File: src/rtl/rover_pkg.sv
// Shared definitions for the rover H-bridge controller and the status display decoder.
package rover_pkg;

  typedef enum logic [2:0] {
    IDLE,
    FWD,
    REV,
    DEAD,
    FAULT
  } state_t;

  localparam logic [3:0] DIR_FWD = 4'b1001;
  localparam logic [3:0] DIR_REV = 4'b0110;
  localparam logic [3:0] DIR_OFF = 4'b0000;

  // Duty at 12-bit resolution; callers rescale for other PWM widths.
  function automatic logic [11:0] speed_to_duty(input logic [1:0] speed_sel);
    logic [11:0] duty;
    case (speed_sel)
      2'b00:   duty = 12'd0;
      2'b01:   duty = 12'd1024;
      2'b10:   duty = 12'd2048;
      default: duty = 12'd4095;
    endcase
    return duty;
  endfunction

endpackage

File: src/rtl/pwm_gen.sv
// Free-running PWM counter with a registered compare against duty, gated by enable.
module pwm_gen #(
  parameter int PWM_BITS = 12
) (
  input  logic                clk,
  input  logic                reset,
  input  logic [PWM_BITS-1:0] duty,
  input  logic                enable,
  output logic                pwm
);

  logic [PWM_BITS-1:0] cnt_reg;
  logic                pwm_reg;

  // The counter never restarts on drive changes, so the phase is continuous.
  always_ff @(posedge clk) begin
    if (reset) begin
      cnt_reg <= '0;
      pwm_reg <= 1'b0;
    end else begin
      cnt_reg <= cnt_reg + PWM_BITS'(1);
      pwm_reg <= enable && (cnt_reg < duty);
    end
  end

  assign pwm = pwm_reg;

endmodule

File: src/rtl/rover_drive_ctrl.sv
// H-bridge sequencer: forward/reverse drive with dead time between drive states,
// a filtered overcurrent trip latching FAULT, and a PWM bridge enable.
module rover_drive_ctrl
  import rover_pkg::*;
#(
  parameter int PWM_BITS    = 12,
  parameter int DEAD_CYCLES = 100000,
  parameter int OC_FILTER   = 16
) (
  input  logic       clk,
  input  logic       reset,
  input  logic       fwd_cmd,
  input  logic       rev_cmd,
  input  logic [1:0] speed_sel,
  input  logic       SensorA,
  input  logic       SensorB,
  input  logic       fault_clr,
  output logic [3:0] Direction,
  output logic       pwm,
  output logic       fault
);

  localparam int DW = (DEAD_CYCLES > 1) ? $clog2(DEAD_CYCLES) : 1;
  localparam int OW = $clog2(OC_FILTER + 1);
  localparam logic [DW-1:0] DEAD_LOAD = DW'(DEAD_CYCLES - 1);
  localparam logic [OW-1:0] OC_MAX    = OW'(OC_FILTER);

  state_t        state_reg;
  logic [DW-1:0] dead_cnt_reg;
  logic [OW-1:0] oc_cnt_reg;
  logic [3:0]    direction_reg;
  logic          fault_reg;

  logic go_fwd, go_rev, oc_hi, clear_ok, drive_en;
  logic [11:0]         base_duty;
  logic [PWM_BITS-1:0] duty;

  assign go_fwd   = fwd_cmd & ~rev_cmd;
  assign go_rev   = rev_cmd & ~fwd_cmd;
  assign oc_hi    = SensorA | SensorB;
  assign clear_ok = fault_clr & ~SensorA & ~SensorB & ~fwd_cmd & ~rev_cmd;
  assign drive_en = (state_reg == FWD) || (state_reg == REV);

  assign base_duty = speed_to_duty(speed_sel);

  generate
    if (PWM_BITS >= 12) begin : g_duty_up
      assign duty = PWM_BITS'(base_duty) << (PWM_BITS - 12);
    end else begin : g_duty_down
      assign duty = PWM_BITS'(base_duty >> (12 - PWM_BITS));
    end
  endgenerate

  always_ff @(posedge clk) begin
    if (reset) begin
      state_reg     <= IDLE;
      dead_cnt_reg  <= '0;
      oc_cnt_reg    <= '0;
      direction_reg <= DIR_OFF;
      fault_reg     <= 1'b0;
    end else begin
      if (!oc_hi)
        oc_cnt_reg <= '0;
      else if (oc_cnt_reg != OC_MAX)
        oc_cnt_reg <= oc_cnt_reg + OW'(1);

      direction_reg <= (state_reg == FWD) ? DIR_FWD :
                       (state_reg == REV) ? DIR_REV : DIR_OFF;
      fault_reg     <= (state_reg == FAULT);

      // A saturated overcurrent count wins over every other transition.
      if (oc_cnt_reg == OC_MAX) begin
        state_reg <= FAULT;
      end else begin
        case (state_reg)
          IDLE: begin
            if (go_fwd)      state_reg <= FWD;
            else if (go_rev) state_reg <= REV;
          end
          FWD: begin
            if (!go_fwd) begin
              state_reg    <= DEAD;
              dead_cnt_reg <= DEAD_LOAD;
            end
          end
          REV: begin
            if (!go_rev) begin
              state_reg    <= DEAD;
              dead_cnt_reg <= DEAD_LOAD;
            end
          end
          DEAD: begin
            if (dead_cnt_reg == '0) state_reg <= IDLE;
            else                    dead_cnt_reg <= dead_cnt_reg - DW'(1);
          end
          FAULT: begin
            if (clear_ok) begin
              state_reg    <= DEAD;
              dead_cnt_reg <= DEAD_LOAD;
            end
          end
          default: state_reg <= IDLE;
        endcase
      end
    end
  end

  pwm_gen #(
    .PWM_BITS(PWM_BITS)
  ) u_pwm_gen (
    .clk   (clk),
    .reset (reset),
    .duty  (duty),
    .enable(drive_en),
    .pwm   (pwm)
  );

  assign Direction = direction_reg;
  assign fault     = fault_reg;

endmodule

File: config.mk
export PLATFORM = sky130hd
export DESIGN_NAME = rover_drive_ctrl
export DESIGN_NICKNAME = d
export VERILOG_FILES = /design/src/rtl/rover_pkg.sv /design/src/rtl/pwm_gen.sv /design/src/rtl/rover_drive_ctrl.sv
export SDC_FILE = /design/constraint.sdc
export NUM_CORES = 1
export LEC_CHECK = 0
export CAP_MARGIN = 20
export CORE_UTILIZATION = 30
export CTS_CLUSTER_SIZE = 20
export DETAILED_ROUTE_END_ITERATION = 10
export PLACE_DENSITY = 0.49
export SYNTH_ARGS = -nofsm -noshare
export SYNTH_HDL_FRONTEND = slang
export SYNTH_SLANG_ARGS = --single-unit
File: constraint.sdc
create_clock -name clk -period 7.3 [get_ports clk]
set_clock_uncertainty 0.2 [all_clocks]
set_input_delay 1.46 -clock clk [delete_from_list [all_inputs] [get_ports clk]]
set_output_delay 1.46 -clock clk [all_outputs]
set_load 0.01 [all_outputs]
* Word-level counts from Yosys, hierarchy flattened
Index checks and enable logic that the tools add are counted.
** Word-level totals
- Bits in registers :: 43
- Input bits :: 9
- Output and inout port bits :: 6
- Word-level logic and storage cells :: 73
** Operators by class
- Add/subtract/negate cells :: 3
- $lt $le $gt $ge :: 1
- Eq/ne operators :: 19
- Multiplexer cells :: 16
- Bitwise logic cells :: 13
- Reduce and logical (&&, ||, !) cells :: 12
** Operators by type and width (count)
- $mux 17 :: 4
- $pmux 17 s4 :: 1
- $pmux 12 s3 :: 1
- $mux 3 :: 8
- $logic_not 17->1 :: 1
- $sub 17x1->17 const B :: 1
- $pmux 3 s5 :: 1
- $add 12x1->12 const B :: 1
- $lt 12x12->1 :: 1
- $ne 2x2->1 const B :: 5
- $reduce_and 5->1 :: 2
- $ne 3x2->1 const B :: 3
- $and 1x1->1 :: 6
- $eq 3x2->1 const B :: 2
- $ne 3x3->1 const B :: 2
- $not 1->1 :: 6
- $reduce_and 6->1 :: 1
- $reduce_or 2->1 :: 3
- $add 5x1->5 const B :: 1
- $eq 5x5->1 const B :: 1
- $ne 5x5->1 const B :: 1
- $mux 4 :: 1
- $ne 4x4->1 const B :: 1
- $reduce_bool 4->1 :: 1
- other kinds (9) :: 9

* Depth between registers and ports, before layout
- Depth after elaboration :: 8
- Gate-level depth with buffers :: 9
- Mapped depth without buffers :: 8

* Hierarchy
From an unflattened synthesis, not the netlist that was laid out.
** Second synthesis, totals
- Cell total of the unflattened synthesis :: 288
- Area total of the unflattened synthesis :: 2507.4 um2
** Modules (own cells, without submodules)
- rover_drive_ctrl :: instances 1, cells each 195, area each 1716.6 um2, seq. area each 560.5 um2
- pwm_gen :: instances 1, cells each 93, area each 790.8 um2, seq. area each 260.2 um2

* Worst setup path after synthesis
OpenSTA, ideal clock, no wires.
- Kind :: input -> register
- Start point :: in fwd_cmd
- End point :: reg dead_cnt_reg[9]
- Arrival time :: 2816 ps
- Required time :: 6999 ps
- Path slack :: 4183 ps
- Cell stages on the path :: 8
- Path through :: inv_1 ha_1 nor4bb_1 nor3_1 and2_1 buf_1 nand2_1 o41ai_1
** Between the ends
- Longest elaborated chain between the ends :: 5
** Ends and longest elaborated chain
- start: declaration :: RTL line rover_drive_ctrl.sv:12 : input logic fwd_cmd,
- $not 1->1 :: RTL line rover_drive_ctrl.sv:39, rover_drive_ctrl.sv:41
- $and 1x1->1 (2 in series) :: RTL line rover_drive_ctrl.sv:41 : assign clear_ok = fault_clr & ~SensorA & ~SensorB & ~fwd_cmd & ~rev_cmd;
- $ne 2x2->1 (no source line)
- $reduce_and 6->1 (no source line) (*)
- end signal: assignment :: RTL line rover_drive_ctrl.sv:94 : else dead_cnt_reg <= dead_cnt_reg - DW'(1);
- end: declaration :: RTL line rover_drive_ctrl.sv:29 : logic [DW-1:0] dead_cnt_reg;
Every way passes the cells marked *; elsewhere a longest branch is shown, timed or not.
A chain may end at the register's enable or synchronous reset.

* Final worst setup path
- Start point :: in rev_cmd
- End point :: reg dead_cnt_reg[9]
** Between the ends
- Longest elaborated chain between the ends :: 4
** Ends and longest elaborated chain
- start: declaration :: RTL line rover_drive_ctrl.sv:13 : input logic rev_cmd,
- $not 1->1 :: RTL line rover_drive_ctrl.sv:38, rover_drive_ctrl.sv:41
- $and 1x1->1 (on tied branches) :: RTL line rover_drive_ctrl.sv:41, rover_drive_ctrl.sv:38
- $ne 2x2->1 (no source line)
- $reduce_and 6->1 (no source line) (*)
Marked as above.

==> reports/results.ini <==
[logic_synthesis]
synth_cells = 279
yosys_warnings = 0
seq_area_frac_synth_pct = 34.78
yosys.cell_types.count = 56
synth-main-ff-cell = dfxtp_1
synth-seq-cells = 41
netlist_area_um2 = 2360
synth_area_per_cell_um2 = 8.458
async_flop_share_pct = 0
synth_edf_count = 0
syn_nets = 302

[sta]
relSlewSlack_pct = 43.30
period_needed_ns = 3.582
fin_tns_setup_ns = 0
finalSetupViolCount = 0
hold_viol_final = 0
setup_ws_ns = 3.718
fin_crit_sh_pct = 49.06
maxSlewViolCount = 0
rsz0062_at_grt = no
fmax_mhz = 279.2
worst_pin_slew_ns = 0.8486

[clock_tree]
cts_tree = built
clk_pin_slew_worst_paths_ns = 0.08
clock_sinks = 41
cts_htree_levels = 2
numCtsBuffers = 5
root_buffer = clkbuf_8
clk_latency_ns = 0.30
post_cts_buffers = 0
ctsHoldBuffers = 0
ctsLongestPathBuffers = 2
cts_resized = 0

[floorplanning]
start_util_pct = 31.85
die_x_um = 90.69
die_h_um = 90.69
die-area_um2 = 8225
rows = 31
core_area_um2 = 7408
io_pins = 15

[setup_path]
critPathTopFamily = simple AND/OR/NAND/NOR gates
cp_num_buf_inv = 2
crit_required_ns = 7.29
cp_max_fo = 10
cp_slowest_cell = clkdlybuf4s50_1
cp.arrival_ns = 3.57
worstSetupPathType = in2reg
cp_cell_sequence = clkdlybuf4s50_1 > inv_1 > ha_1 > nor4bb_1 > nor3_1 > and2_1 > nand2_1 > o41ai_1
critPathLaunchType = input port
end_kind = flop
slowest_delay_ns = 0.51

[drt]
post_drt_wl_per_cell_um = 14.17
drc = 0
drt_first_pass_iters = 4
num_vias = 2043
ant_nets = 0
first_iter_violations = 152
routed_wl_mm = 5.468
vias_per_cell = 5.293

[placed_design]
numPortBuffers = 14
dp.final_hpwl_mm = 3.696
place_inst = 378
pre_cts_ws_ns = 3.412
place_area_um2 = 2555
place_congestion = 0.7817

[flow_run]
cap_viol_max_count = 0

[global_routing]
antenna_found_initial = 0
grt_pass1_wl_mm = 9.294
grt_max_degree = 42
grt_pass1_vias = 1896
grt_util_all_layers_pct = 14.10
grt_remaining_overflow = 0

[cells_and_area]
mostFrequentLayoutCells = dfxtp_1, nor2_1, nand2_1
diodes = 0
drive_gt1_share_pct = 5.923
regArea_um2 = 820.8
largest_reg_flops = 17
final_nets = 309
finalNonFillerCells = 386
utilization_pct = 35.57
area_delta_synth_final_pct = 11.67
multiInputGateArea_um2 = 1403
fillers = 767
stdcell_area_um2 = 2635
layout_commonest_cell = dfxtp_1

[power]
p_leak_uw = 0.0009972
p_per_area_nw_per_um2 = 244.6
peakVddDrop_uv = 61.23

[run_status]
outcome = complete, no violations

[worst_hold_path]
hp-class = reg2reg

## path summary, 6_finish.rpt
| check | startpoint | to | slack, ns | cells past startpoint |
|---|---|---|---|---|
| min | u_pwm_gen.cnt_reg[0]$_SDFF_PP0_ | u_pwm_gen.cnt_reg[0]$_SDFF_PP0_ | 0.29 | 1 |
| max | rev_cmd | dead_cnt_reg[9]$_SDFFE_PP0P_ | 3.72 | 8 |
| min reg2reg | u_pwm_gen.cnt_reg[0]$_SDFF_PP0_ | u_pwm_gen.cnt_reg[0]$_SDFF_PP0_ | 0.29 | 1 |
| max reg2reg | dead_cnt_reg[0]$_SDFFE_PP0P_ | dead_cnt_reg[14]$_SDFFE_PP0P_ | 4.51 | 7 |
## logic make-up after synthesis
| kind of cell | count (synthesis) | synth area share [%] |
|---|---|---|
| and+or+nand+nor | 113 | 25.40 |
| AOI/OAI and AO/OA | 65 | 20.63 |
| DFF | 41 | 34.78 |
| buffers and inverters | 30 | 5.779 |
| xor gates and xnor gates | 15 | 5.568 |
| adders and majority gates | 14 | 7.423 |
| muxes | 1 | 0.4242 |
## through the flow
stage / total power (uW) / hold WS [ns]
after detailed placement: 498.2 / 0.2761
after CTS: 651.4 / 0.2952
after floorplan: 451.1 / 0.2374
after global placement: 500.9 / 0.2601
after global routing: 690.1 / 0.3135
final: 644.6 / 0.2943
## cell type report
type | count | share of cell area, %
Multi-Input combinational cell | 208 | 53.23
Sequential cell | 41 | 31.15
Timing Repair Buffer | 16 | 5.888
Tap cell | 99 | 4.701
Clock buffer | 8 | 3.039
Inverter | 14 | 1.994
## synthesized netlist by cell type, types with 3 or more instances
library cell  instances  area (um^2)
and2_1                3        18.77
dfxtp_1              41        820.8
nor4bb_1              3        30.03
a311o_1               3        30.03
nand4_1               5        31.28
a311oi_1              5        43.79
o41ai_1               5        43.79
ha_1                 14        175.2
xor2_1                8        70.07
inv_1                14        52.55
and3_1                7        43.79
clkbuf_1              9        33.78
o21a_1                3        22.52
or4_4                 3        33.78
nand2_1              20        75.07
xnor2_1               7        61.31
o31ai_1               4        30.03
o311ai_0              3        26.28
nor4_1                3        18.77
nand3_1               8        40.04
a31oi_1               7        43.79
o21ai_0               4        20.02
nor2_1               31        116.4
a21oi_1              14        70.07
nor3_1               14        70.07
## where the power goes
group	switching, uW	leakage [uW]	internal (uW)	total, uW
sequential	33.1	0.000335	250	283
combinational	125	0.000622	87.6	213
clock	80.4	0.0000395	68.1	149
## worst reg2reg max path, delay by kind of cell (launching register included)
family | cells | cell delay, ns
adder cells (fa/ha/maj) | 1 | 0.15
flip-flops | 1 | 0.34
AO/OA/AOI/OAI | 3 | 0.86
buffers and inverters | 1 | 0.11
AND/OR/NAND/NOR | 2 | 1.03
## per-layer routing
metal	up-vias	share of wire [%]	routed length [um]	GRT usage [%]
met5	-	0	0	0
met4	0	1.2	63	4.839
met3	5	5.4	293	3.199
met2	59	42	2296	21.46
met1	938	51	2814	19.39
li1	1041	-	-	-
Power figures use the tool's default switching activity.
